===== src/rtl/pipe_pkg.sv =====
// Shared pipeline definitions: ID forward-select encodings and the per-stage
// producer tag that the hazard tracker keeps for EX, MEM and WB.
// Latency: n/a (types, constants and pure functions only).
// Backpressure: n/a.
package pipe_pkg;

  // ID comparator operand source. The youngest producer wins (EX > MEM > WB).
  localparam logic [1:0] FWD_REG = 2'b00;
  localparam logic [1:0] FWD_WB  = 2'b01;
  localparam logic [1:0] FWD_MEM = 2'b10;
  localparam logic [1:0] FWD_EX  = 2'b11;

  // Tag storage width for the destination index. Narrower register indices
  // are zero-extended into it, so any REG_W up to this value is supported.
  localparam int TAG_RD_W = 8;

  typedef struct packed {
    logic                v;   // a real instruction occupies the stage
    logic [TAG_RD_W-1:0] rd;  // destination register index
    logic                wr;  // instruction writes rd
    logic                ld;  // instruction is a load (data ready after MEM)
  } stage_tag_t;

  localparam stage_tag_t TAG_EMPTY = '0;

  // A stage produces register r when it holds a valid writer of r.
  // Register 0 is hardwired and is never produced.
  function automatic logic tag_hit(input stage_tag_t t,
                                   input logic [TAG_RD_W-1:0] r);
    return t.v && t.wr && (t.rd != '0) && (t.rd == r);
  endfunction

  // Operand source for one ID source given its per-stage hits.
  // A load in EX or MEM has no value to hand over yet, so it is skipped and
  // an older producer is considered instead; the stall logic covers the
  // cases where that older value would be stale.
  function automatic logic [1:0] fwd_sel(input logic hit_ex,
                                         input logic ld_ex,
                                         input logic hit_mem,
                                         input logic ld_mem,
                                         input logic hit_wb);
    if (hit_ex && !ld_ex)        return FWD_EX;
    else if (hit_mem && !ld_mem) return FWD_MEM;
    else if (hit_wb)             return FWD_WB;
    else                         return FWD_REG;
  endfunction

endpackage


===== src/rtl/stage_tag_reg.sv =====
// One pipeline-stage producer tag register.
// Latency: d appears on q one clock after capture; reset clears q immediately.
// Backpressure: hold=1 freezes the tag (global memory-wait freeze).
//
// Ports:
//   clk   - rising-edge clock
//   reset - asynchronous active-low reset, clears the tag (v=0)
//   hold  - keep the current tag
//   d     - tag to load when not holding
//   q     - current tag
module stage_tag_reg
  import pipe_pkg::*;
(
  input  logic       clk,
  input  logic       reset,
  input  logic       hold,
  input  stage_tag_t d,
  output stage_tag_t q
);

  always_ff @(posedge clk or negedge reset) begin
    if (!reset) begin
      q <= TAG_EMPTY;
    end else if (!hold) begin
      q <= d;
    end
  end

endmodule


===== src/rtl/id_hazard_tracker.sv =====
// Tracks producers in EX/MEM/WB; generates ID stall and ID forward selects.
// Latency: Stall and *_Src are combinational; tags advance one clock later.
// Backpressure: hold freezes tags and counter; Stall bubbles EX and holds PC/IF-ID.
//
// Ports:
//   clk, reset            - clock, asynchronous active-low reset
//   hold                  - global freeze; outputs stay combinationally driven
//   ID_valid              - ID holds a real instruction
//   ID_rs/ID_rt           - source indices; ID_use_rs/ID_use_rt qualify them
//   ID_early              - sources consumed in ID (branch compare, jr)
//   ID_rd, ID_RegWrite,
//   ID_MemRead            - destination of the ID instruction, written into EX tag
//   Stall                 - hold PC and IF/ID, insert bubble into EX
//   ID_rs_Src/ID_rt_Src   - 00 regfile, 01 WB, 10 MEM, 11 EX
//   stall_count           - saturating count of stall cycles
module id_hazard_tracker
  import pipe_pkg::*;
#(
  parameter int REG_W  = 5,
  parameter int PERF_W = 16
) (
  input  logic              clk,
  input  logic              reset,
  input  logic              hold,
  input  logic              ID_valid,
  input  logic [REG_W-1:0]  ID_rs,
  input  logic [REG_W-1:0]  ID_rt,
  input  logic              ID_use_rs,
  input  logic              ID_use_rt,
  input  logic              ID_early,
  input  logic [REG_W-1:0]  ID_rd,
  input  logic              ID_RegWrite,
  input  logic              ID_MemRead,
  output logic              Stall,
  output logic [1:0]        ID_rs_Src,
  output logic [1:0]        ID_rt_Src,
  output logic [PERF_W-1:0] stall_count
);

  stage_tag_t ex_q, mem_q, wb_q;
  stage_tag_t ex_d;

  logic [TAG_RD_W-1:0] rs_idx, rt_idx;

  // Per-source, per-stage hits, already qualified by the source being used.
  logic ex_rs, ex_rt, mem_rs, mem_rt, wb_rs, wb_rt;

  logic load_use, alu_early, load_early;
  logic stall;

  logic [PERF_W-1:0] stall_cnt_q;

  assign rs_idx = TAG_RD_W'(ID_rs);
  assign rt_idx = TAG_RD_W'(ID_rt);

  assign ex_rs  = ID_use_rs && tag_hit(ex_q,  rs_idx);
  assign ex_rt  = ID_use_rt && tag_hit(ex_q,  rt_idx);
  assign mem_rs = ID_use_rs && tag_hit(mem_q, rs_idx);
  assign mem_rt = ID_use_rt && tag_hit(mem_q, rt_idx);
  assign wb_rs  = ID_use_rs && tag_hit(wb_q,  rs_idx);
  assign wb_rt  = ID_use_rt && tag_hit(wb_q,  rt_idx);

  always_comb begin
    // Load in EX: its data does not exist until end of MEM, for any consumer.
    load_use   = (ex_rs || ex_rt) && ex_q.ld;
    // ALU result in EX is produced too late for the ID compare.
    alu_early  = ID_early && (ex_rs || ex_rt) && !ex_q.ld;
    // Load in MEM is still too late for the ID compare. A younger EX producer
    // of the same register shadows it (and is handled by the rules above).
    load_early = ID_early && mem_q.ld &&
                 ((mem_rs && !ex_rs) || (mem_rt && !ex_rt));
    stall      = ID_valid && (load_use || alu_early || load_early);
  end

  assign Stall = stall;

  // Selects are computed even while stalling; the consumer ignores them then.
  assign ID_rs_Src = ID_valid ? fwd_sel(ex_rs, ex_q.ld, mem_rs, mem_q.ld, wb_rs)
                              : FWD_REG;
  assign ID_rt_Src = ID_valid ? fwd_sel(ex_rt, ex_q.ld, mem_rt, mem_q.ld, wb_rt)
                              : FWD_REG;

  // A stalled ID instruction stays in ID; EX receives a bubble instead.
  always_comb begin
    ex_d    = TAG_EMPTY;
    ex_d.v  = ID_valid && !stall;
    ex_d.rd = TAG_RD_W'(ID_rd);
    ex_d.wr = ID_RegWrite;
    ex_d.ld = ID_MemRead;
  end

  stage_tag_reg u_ex_tag (
    .clk   (clk),
    .reset (reset),
    .hold  (hold),
    .d     (ex_d),
    .q     (ex_q)
  );

  stage_tag_reg u_mem_tag (
    .clk   (clk),
    .reset (reset),
    .hold  (hold),
    .d     (ex_q),
    .q     (mem_q)
  );

  stage_tag_reg u_wb_tag (
    .clk   (clk),
    .reset (reset),
    .hold  (hold),
    .d     (mem_q),
    .q     (wb_q)
  );

  // Only stall cycles that actually elapse (not frozen) are counted.
  always_ff @(posedge clk or negedge reset) begin
    if (!reset) begin
      stall_cnt_q <= '0;
    end else if (stall && !hold && (stall_cnt_q != '1)) begin
      stall_cnt_q <= stall_cnt_q + PERF_W'(1);
    end
  end

  assign stall_count = stall_cnt_q;

endmodule


===== config.mk =====
export PLATFORM = sky130hd
export DESIGN_NAME = id_hazard_tracker
export DESIGN_NICKNAME = d
export VERILOG_FILES = /design/src/rtl/pipe_pkg.sv /design/src/rtl/stage_tag_reg.sv /design/src/rtl/id_hazard_tracker.sv
export SDC_FILE = /design/constraint.sdc
export NUM_CORES = 1
export LEC_CHECK = 0
export CAP_MARGIN = 25
export CORE_ASPECT_RATIO = 0.6
export CORE_UTILIZATION = 46
export CTS_CLUSTER_DIAMETER = 200
export DETAILED_ROUTE_END_ITERATION = 10
export GPL_ROUTABILITY_DRIVEN = 0
export PLACE_DENSITY = 0.8
export SYNTH_ARGS = -nofsm -noshare
export SYNTH_HDL_FRONTEND = slang
export SYNTH_SLANG_ARGS = --single-unit

===== constraint.sdc =====
create_clock -name clk -period 2.1 [get_ports clk]
set_input_delay 0.21 -clock clk [delete_from_list [all_inputs] [get_ports clk]]
set_output_delay 0.21 -clock clk [all_outputs]
set_load 0.01 [all_outputs]

==> results of run 1 <==
-- critical path, delay by kind of cell, from the launching register on --
kind	cells	cell delay [ns]
compound gates	1	0.14
flops	1	0.39
simple gates	4	1.17
buf+inv	1	0.14
mux	1	0.30
xor+xnor	1	0.16
-- kinds of logic (layout without fill, tap and decap cells) --
family                     count (synthesis)  after routing  synth area share [%]
adders and majority gates                  1              1                 0.584
buffers and inverters                      7            100                  1.40
AOI/OAI and AO/OA                          9              9                  3.80
muxes                                     25             25                  13.2
and+or+nand+nor                           70             70                  17.9
xor gates and xnor gates                  43             43                  17.6
DFF                                       39             39                  45.6
-- worst min path at each step --
| stage | start | to | slack (ns) |
|---|---|---|---|
| floorplan | reset | stall_count[0] | -0.09 |
| global placement | reset | u_ex_tag.q[6] | 0.36 |
| detailed placement | reset | u_ex_tag.q[6] | 0.37 |
| CTS | reset | u_ex_tag.q[2] | 0.04 |
| global route | reset | u_mem_tag.q[4] | 0.08 |
| finish | reset | u_mem_tag.q[4] | 0.02 |
-- per-stage QoR --
stage	hold WS, ns	cell area, um^2
2_1_floorplan	-0.0856	2140
3_3_place_gp	0.363	2890
3_5_place_dp	0.366	2890
4_1_cts	0.0426	3160
5_1_grt	0.0815	3220
6_report	0.0221	3220
-- flip-flops by register name, summed over array words and instances, names as in the netlist --
signal,count
u_mem_tag.q,8
u_ex_tag.q,8
u_wb_tag.q,7
stall_count,16
-- final cells by class --
class	instances	area, um^2
clock buffers	6	82.6
flip-flops and latches	39	980
multi-input cells	148	1240
fillers	280	1060
well taps	60	75.1
inverters	3	11.3
clock inverters	2	38.8
repair buffers	89	787
-- power by group --
| group | switching [mW] | total [mW] | leakage [nW] | internal (mW) |
|---|---|---|---|---|
| clock | 0.269 | 0.659 | 0.0618 | 0.391 |
| sequential | 0.0816 | 0.901 | 0.491 | 0.820 |
| combinational | 0.188 | 0.433 | 0.845 | 0.245 |
| total | 0.538 | 1.99 | 1.40 | 1.46 |
-- cells in the final DEF (no fill, tap or decap), types with 3 or more instances in the layout --
| cell type | Yosys | final |
|---|---|---|
| buf_4 | 1 | 36 |
| and3_1 | 3 | 3 |
| xnor2_1 | 15 | 15 |
| dfrtp_1 | 39 | 36 |
| xor2_1 | 28 | 28 |
| mux2_2 | 23 | 22 |
| nand4_1 | 3 | 3 |
| nand2_1 | 14 | 14 |
| nand3_1 | 7 | 7 |
| and3_2 | 4 | 3 |
| dfrtp_2 | 0 | 3 |
| nor2_1 | 14 | 12 |
| buf_6 | 0 | 9 |
| clkbuf_8 | 0 | 6 |
| buf_2 | 0 | 5 |
| inv_1 | 3 | 3 |
| clkdlybuf4s50_1 | 0 | 38 |
| nor4_1 | 6 | 5 |
| nor3_2 | 0 | 3 |
-- repair_timing --
item                                    in CTS  in global routing
pin swaps                                   19                  4
hold buffers                                 0                  0
gates resized for setup                     44                  8
setup buffers                                9                  2
endpoints found under the setup margin      21                 22
-- per-layer routing --
layer / track usage, % / vias to the layer above
met5: 0 / -
met4: 8.60 / 0
met3: 5.42 / 8
met2: 39.6 / 62
met1: 33.8 / 913
li1: - / 867
==> flow_metrics.tcl, run 1 <==
set metrics [dict create \
    status "finished with violations" \
    violations "setup timing" \
    r2r_end "stall_count[12]" \
    synth-seq-area-share_pct 45.6 \
    synthToLayoutAreaGrowth_pct 50.2 \
    ff2ff_setup_slack_ns -0.30 \
    crit_arrival_ns 2.59 \
    synth_cell_type_count 34 \
    first_global_vias 1821 \
    grt_usage_pct 24.7 \
    max_stage_delay_ns 0.46 \
    n_antenna_cell 0 \
    synthTopCellsByArea "dfrtp_1 (46%), mux2_2 (12%), xor2_1 (11%)" \
    crit_chain "buf_6 > xor2_1 > nor4_1 > and3_2 > o2111ai_4 > nand2_2 > or4b_4 > mux2_4" \
    drc 0 \
    ys_ff_latch 39 \
    met2_wirelength_um 2590 \
    rsz0062_at_grt "true" \
    tritoncts "yes" \
    cp-startpoint "u_mem_tag.q[3]" \
    setup_ws_ns -0.305 \
    cts.path.max_buffers 2 \
    clock_sinks 39 \
    via_count 1850 \
    cts.reportedPaths.clkPinSlew_ns 0.08 \
    root_buffer "clkbuf_8" \
    p_leak_nw 1.40 \
    reg2regPathDepth 8 \
    numPortBuffers 44 \
    required_ns 2.28 \
    synth_cells 194 \
    tightest_slew_ns 0.851 \
    wl_per_cell_um 16.9 \
    antenna_found_initial 0 \
    dp.cells 328 \
    cp-endpoint "stall_count[12]" \
    vias_per_cell 5.33 \
    utilization_pct 75.1 \
    hold_viol 0 \
    pre_cts_ws_ns -0.644 \
    m1WireLength_um 2840 \
    die_height_um 54.8 \
    fin_setup_tns_ns -4.08 \
    ant_nets 0 \
    finalPower_mw 1.99 \
    fin_skew_ns 0.0119 \
    top_layer_used "met4" \
    postSynth.asyncResetShare_pct 100 \
    drt_wl_total_um 5870 \
    die_area_um2 4940 \
    synth_commonest_cells "dfrtp_1 (39), xor2_1 (28), mux2_2 (23)" \
    ios 45 \
    h-tree-depth 2 \
    vdd_ir_drop_max_mv 0.360 \
    start_kind "flop" \
    grt_max_degree 40 \
    end_kind "flop" \
    ys_warn_count 0 \
    fp.dieW_um 90.1 \
    drtIter0Drc 96 \
    maxCapViolations 0 \
    finalSetupViolCount 21 \
    powerDensity_nw_per_um2 620 \
    syn-num-nets 219 \
    rows 18 \
    worstReg2RegStart "u_mem_tag.q[3]" \
    max_freq_ghz 0.416 \
    dp.final_hpwl_um 4050 \
    fin_nets 311 \
    start_util_pct 50.0 \
    hold_path.class "in2async" \
    yosysTopAreaCellShare_pct 45.6 \
    slowest_stage "or4b_4" \
    wl_met3_um 364 \
    synth_area_leader_cell "dfrtp_1" \
    coreArea_um2 4280 \
    period_share_pct 115 \
    synth_edf_count 0 \
    avgSynthCellArea_um2 11.0 \
    overflow 0 \
    syn-cell-area_um2 2140 \
    slew_headroom_pct 43.3 \
    synth_top_flop_cell "dfrtp_1" \
    clock_latency_ns 0.29 \
    drt-pass1-iter-count 4 \
    final-instance-count-excl-fill 347 \
    drv_slew 0 \
    yosys.cell_count.top_type "dfrtp_1" \
    crit_fanout 4 \
    grt_pass1_wl_um 9010 \
    min_period_ns 2.40 \
    critical_path_class "reg2reg" \
    drive_above_1_share_pct 36.9 \
    cts_buffers 5 \
]
Note: power is estimated with default switching activity, not from simulation.
==> run 2, diff against run 1 <==
--- a/config.mk
+++ b/config.mk
@@ -5,13 +5,15 @@
 export SDC_FILE = /design/constraint.sdc
 export NUM_CORES = 1
 export LEC_CHECK = 0
+export ABC_AREA = 1
 export CAP_MARGIN = 25
 export CORE_ASPECT_RATIO = 0.6
-export CORE_UTILIZATION = 46
+export CORE_UTILIZATION = 48
 export CTS_CLUSTER_DIAMETER = 200
+export CTS_CLUSTER_SIZE = 20
 export DETAILED_ROUTE_END_ITERATION = 10
 export GPL_ROUTABILITY_DRIVEN = 0
-export PLACE_DENSITY = 0.8
+export PLACE_DENSITY = 0.81
 export SYNTH_ARGS = -nofsm -noshare
 export SYNTH_HDL_FRONTEND = slang
 export SYNTH_SLANG_ARGS = --single-unit
==> flow_metrics.tcl, run 2 <==
set metrics [dict create \
    synth_cells 359 \
    vias_per_cell 5.27 \
    timing.hold.ws_ns 0.405 \
    crit_fanout 6 \
    drtIter0Drc 291 \
    synthTopCellsByArea "dfrtp_1 (39%), nand2_1 (18%), nand3_1 (5.9%)" \
    ys_ff_latch 39 \
    wl_per_cell_um 14.2 \
    drive_above_1_share_pct 17.7 \
    max_freq_ghz 0.503 \
    finalSetupViolCount 0 \
    yosysTopAreaCellShare_pct 38.6 \
    drt_wl_total_um 6960 \
    seqPwrFrac_pct 50.7 \
    die_area_um2 5570 \
    ff2ff_setup_slack_ns 0.29 \
    grt_max_degree 29 \
    p_leak_nw 1.65 \
    r2r_end "stall_count[3]" \
    postSynth.asyncResetShare_pct 100 \
    max_stage_delay_ns 0.47 \
    start_util_pct 50.0 \
    overflow 0 \
    largest_reg_flops 16 \
    nFillCells 430 \
    cp.buffers_inverters 2 \
    status "completed" \
    worstReg2RegStart "u_mem_tag.q[6]" \
    p_sw_share_pct 31.6 \
    n_antenna_cell 0 \
    clock_sinks 39 \
    grt_pass1_wl_um 11400 \
    coreArea_um2 5050 \
    p_comb_share_pct 19.4 \
    h-tree-depth 2 \
    maxCapViolations 0 \
    hold_viol 0 \
    via_count 2583 \
    period_share_pct 94.7 \
    die_height_um 58.2 \
    crit_arrival_ns 1.78 \
    synth_edf_count 0 \
    avgSynthCellArea_um2 7.04 \
    cts.path.max_buffers 2 \
    dp.final_hpwl_um 5230 \
    internal-power_mw 1.18 \
    slew_headroom_pct 66.3 \
    synthToLayoutAreaGrowth_pct 29.2 \
    first_global_vias 2374 \
    antenna_found_initial 0 \
    synth_top_flop_cell "dfrtp_1" \
    reg2regPathDepth 14 \
    vdd_ir_drop_max_mv 0.251 \
    cts_setup_buffers 0 \
    powerDensity_nw_per_um2 527 \
    p_switching_uw 542 \
    crit_chain "inv_2 > nand2_1 > nand2_1 > nand2_1 > nor2_2 > nand3_2 > or2_2 > a21oi_2 > buf_2" \
    critical_path_class "reg2out" \
    layout_commonest_cell "nand2_1" \
    tightest_slew_ns 0.505 \
    ant_nets 0 \
    synth_area_leader_cell "dfrtp_1" \
    crit_top_cell "nand2_1" \
    root_buffer "clkbuf_8" \
    start_kind "flop" \
    syn-num-nets 384 \
    clock_latency_ns 0.30 \
    p_clk_share_pct 29.9 \
    syn-cell-area_um2 2530 \
    fin_nets 448 \
    yosys.cell_count.top_type "nand2_1" \
    rsz0062_at_grt "false" \
    drt-pass1-iter-count 5 \
    drv_slew 0 \
    cp_top_family "simple AND/OR/NAND/NOR gates" \
    numPortBuffers 44 \
    cts_buffers 5 \
    end_kind "output port" \
    synth-seq-area-share_pct 38.6 \
    fin_skew_ns 0.00415 \
    slowest_stage "dfrtp_2" \
    fp.dieW_um 95.7 \
    fin_setup_tns_ns 0 \
    tritoncts "yes" \
    synth_cell_type_count 29 \
    rows 20 \
    final_cell_mix "nand2_1 (120), clkdlybuf4s50_1 (38), dfrtp_1 (37)" \
    drc 0 \
    ys_warn_count 0 \
    synth_commonest_cells "nand2_1 (122), dfrtp_1 (39), inv_1 (35)" \
    hold_path.class "in2async" \
    grt_usage_pct 27.2 \
    ios 45 \
    cts.reportedPaths.clkPinSlew_ns 0.08 \
    required_ns 1.89 \
    min_period_ns 1.99 \
]
-- run 2: cell count changes in the layout (fill, tap and decap cells not counted), moves of 9 or more --
| cell | change |
|---|---|
| xnor2_1 | -9 |
| xor2_1 | -14 |
| o21ai_0 | +21 |
| nand3_1 | +23 |
| buf_4 | -18 |
| inv_1 | +29 |
| mux2_2 | -22 |
| nor2_1 | +11 |
| buf_6 | -9 |
| nand2_1 | +106 |
| inv_2 | +15 |
-- run 2: cells by family (layout without fill, tap and decap cells) --
| logic type | count (synthesis) | in the layout | share of synthesized area (%) |
|---|---|---|---|
| AND/OR/NAND/NOR | 206 | 206 | 37.1 |
| flip-flops | 39 | 39 | 38.6 |
| XOR/XNOR | 20 | 20 | 6.93 |
| AO/OA/AOI/OAI | 37 | 37 | 8.02 |
| adder cells (fa/ha/maj) | 1 | 1 | 0.495 |
| buffers and inverters | 56 | 121 | 8.81 |
-- run 2: cell type report --
type	instances	area, um^2	share of cell area (%)
repair buffers	64	576	17.6
clock inverters	2	12.5	0.383
flip-flops and latches	39	978	30.0
clock buffers	6	72.6	2.22
inverters	49	184	5.63
multi-input cells	264	1360	41.6
well taps	66	82.6	2.53
-- run 2: worst max path at each step --
stage / from / to / slack, ns / cells after the start
global route: u_mem_tag.q[6] / Stall / 0.009 / 11
floorplan: stall_count[0] / stall_count[15] / 0.45 / 9
detailed placement: ID_rs[2] / ID_rs_Src[1] / -0.28 / 9
global placement: ID_rs[2] / ID_rs_Src[1] / -0.27 / 9
CTS: u_mem_tag.q[4] / ID_rs_Src[1] / 0.003 / 8
finish: u_mem_tag.q[5] / ID_rt_Src[1] / 0.11 / 9
-- run 2: stage by stage --
| stage | area (um^2) | total power, mW | cells | worst slack (ns) | util, % |
|---|---|---|---|---|---|
| 6_report | 3260 | 1.72 | 490 | 0.111 | 64.6 |
| 5_1_grt | 3260 | 1.80 | 490 | 0.00889 | 64.6 |
| 4_1_cts | 3260 | 1.71 | 490 | 0.00264 | 64.6 |
| 3_5_place_dp | 3160 | 1.20 | 481 | -0.281 | 62.5 |
| 3_3_place_gp | 3160 | 1.19 | 481 | -0.269 | 62.5 |
| 2_1_floorplan | 2530 | 1.04 | 359 | 0.451 | - |
-- run 2: what timing repair did --
| item | 4_1_cts | 5_1_grt |
|---|---|---|
| pin swaps | 0 | 5 |
| setup endpoints to repair | 5 | 5 |
| gates resized for setup | 20 | 12 |
| hold endpoints to repair | 20 | 0 |
| hold buffers | 1 | 0 |
-- run 2: power groups by stage --
stage,clock network (mW),registers [mW],logic [mW]
floorplan,0,0.859,0.180
global placement,0,0.876,0.312
detailed placement,0,0.878,0.322
CTS,0.519,0.866,0.327
global route,0.551,0.878,0.374
finish,0.514,0.871,0.334
-- run 2: layer usage --
layer	vias up	wire [um]	global-route usage, %
met3	13	668	6.56
li1	1254	-	-
met4	0	85	8.96
met2	114	2900	37.7
met5	-	0	0
met1	1202	3310	41.3
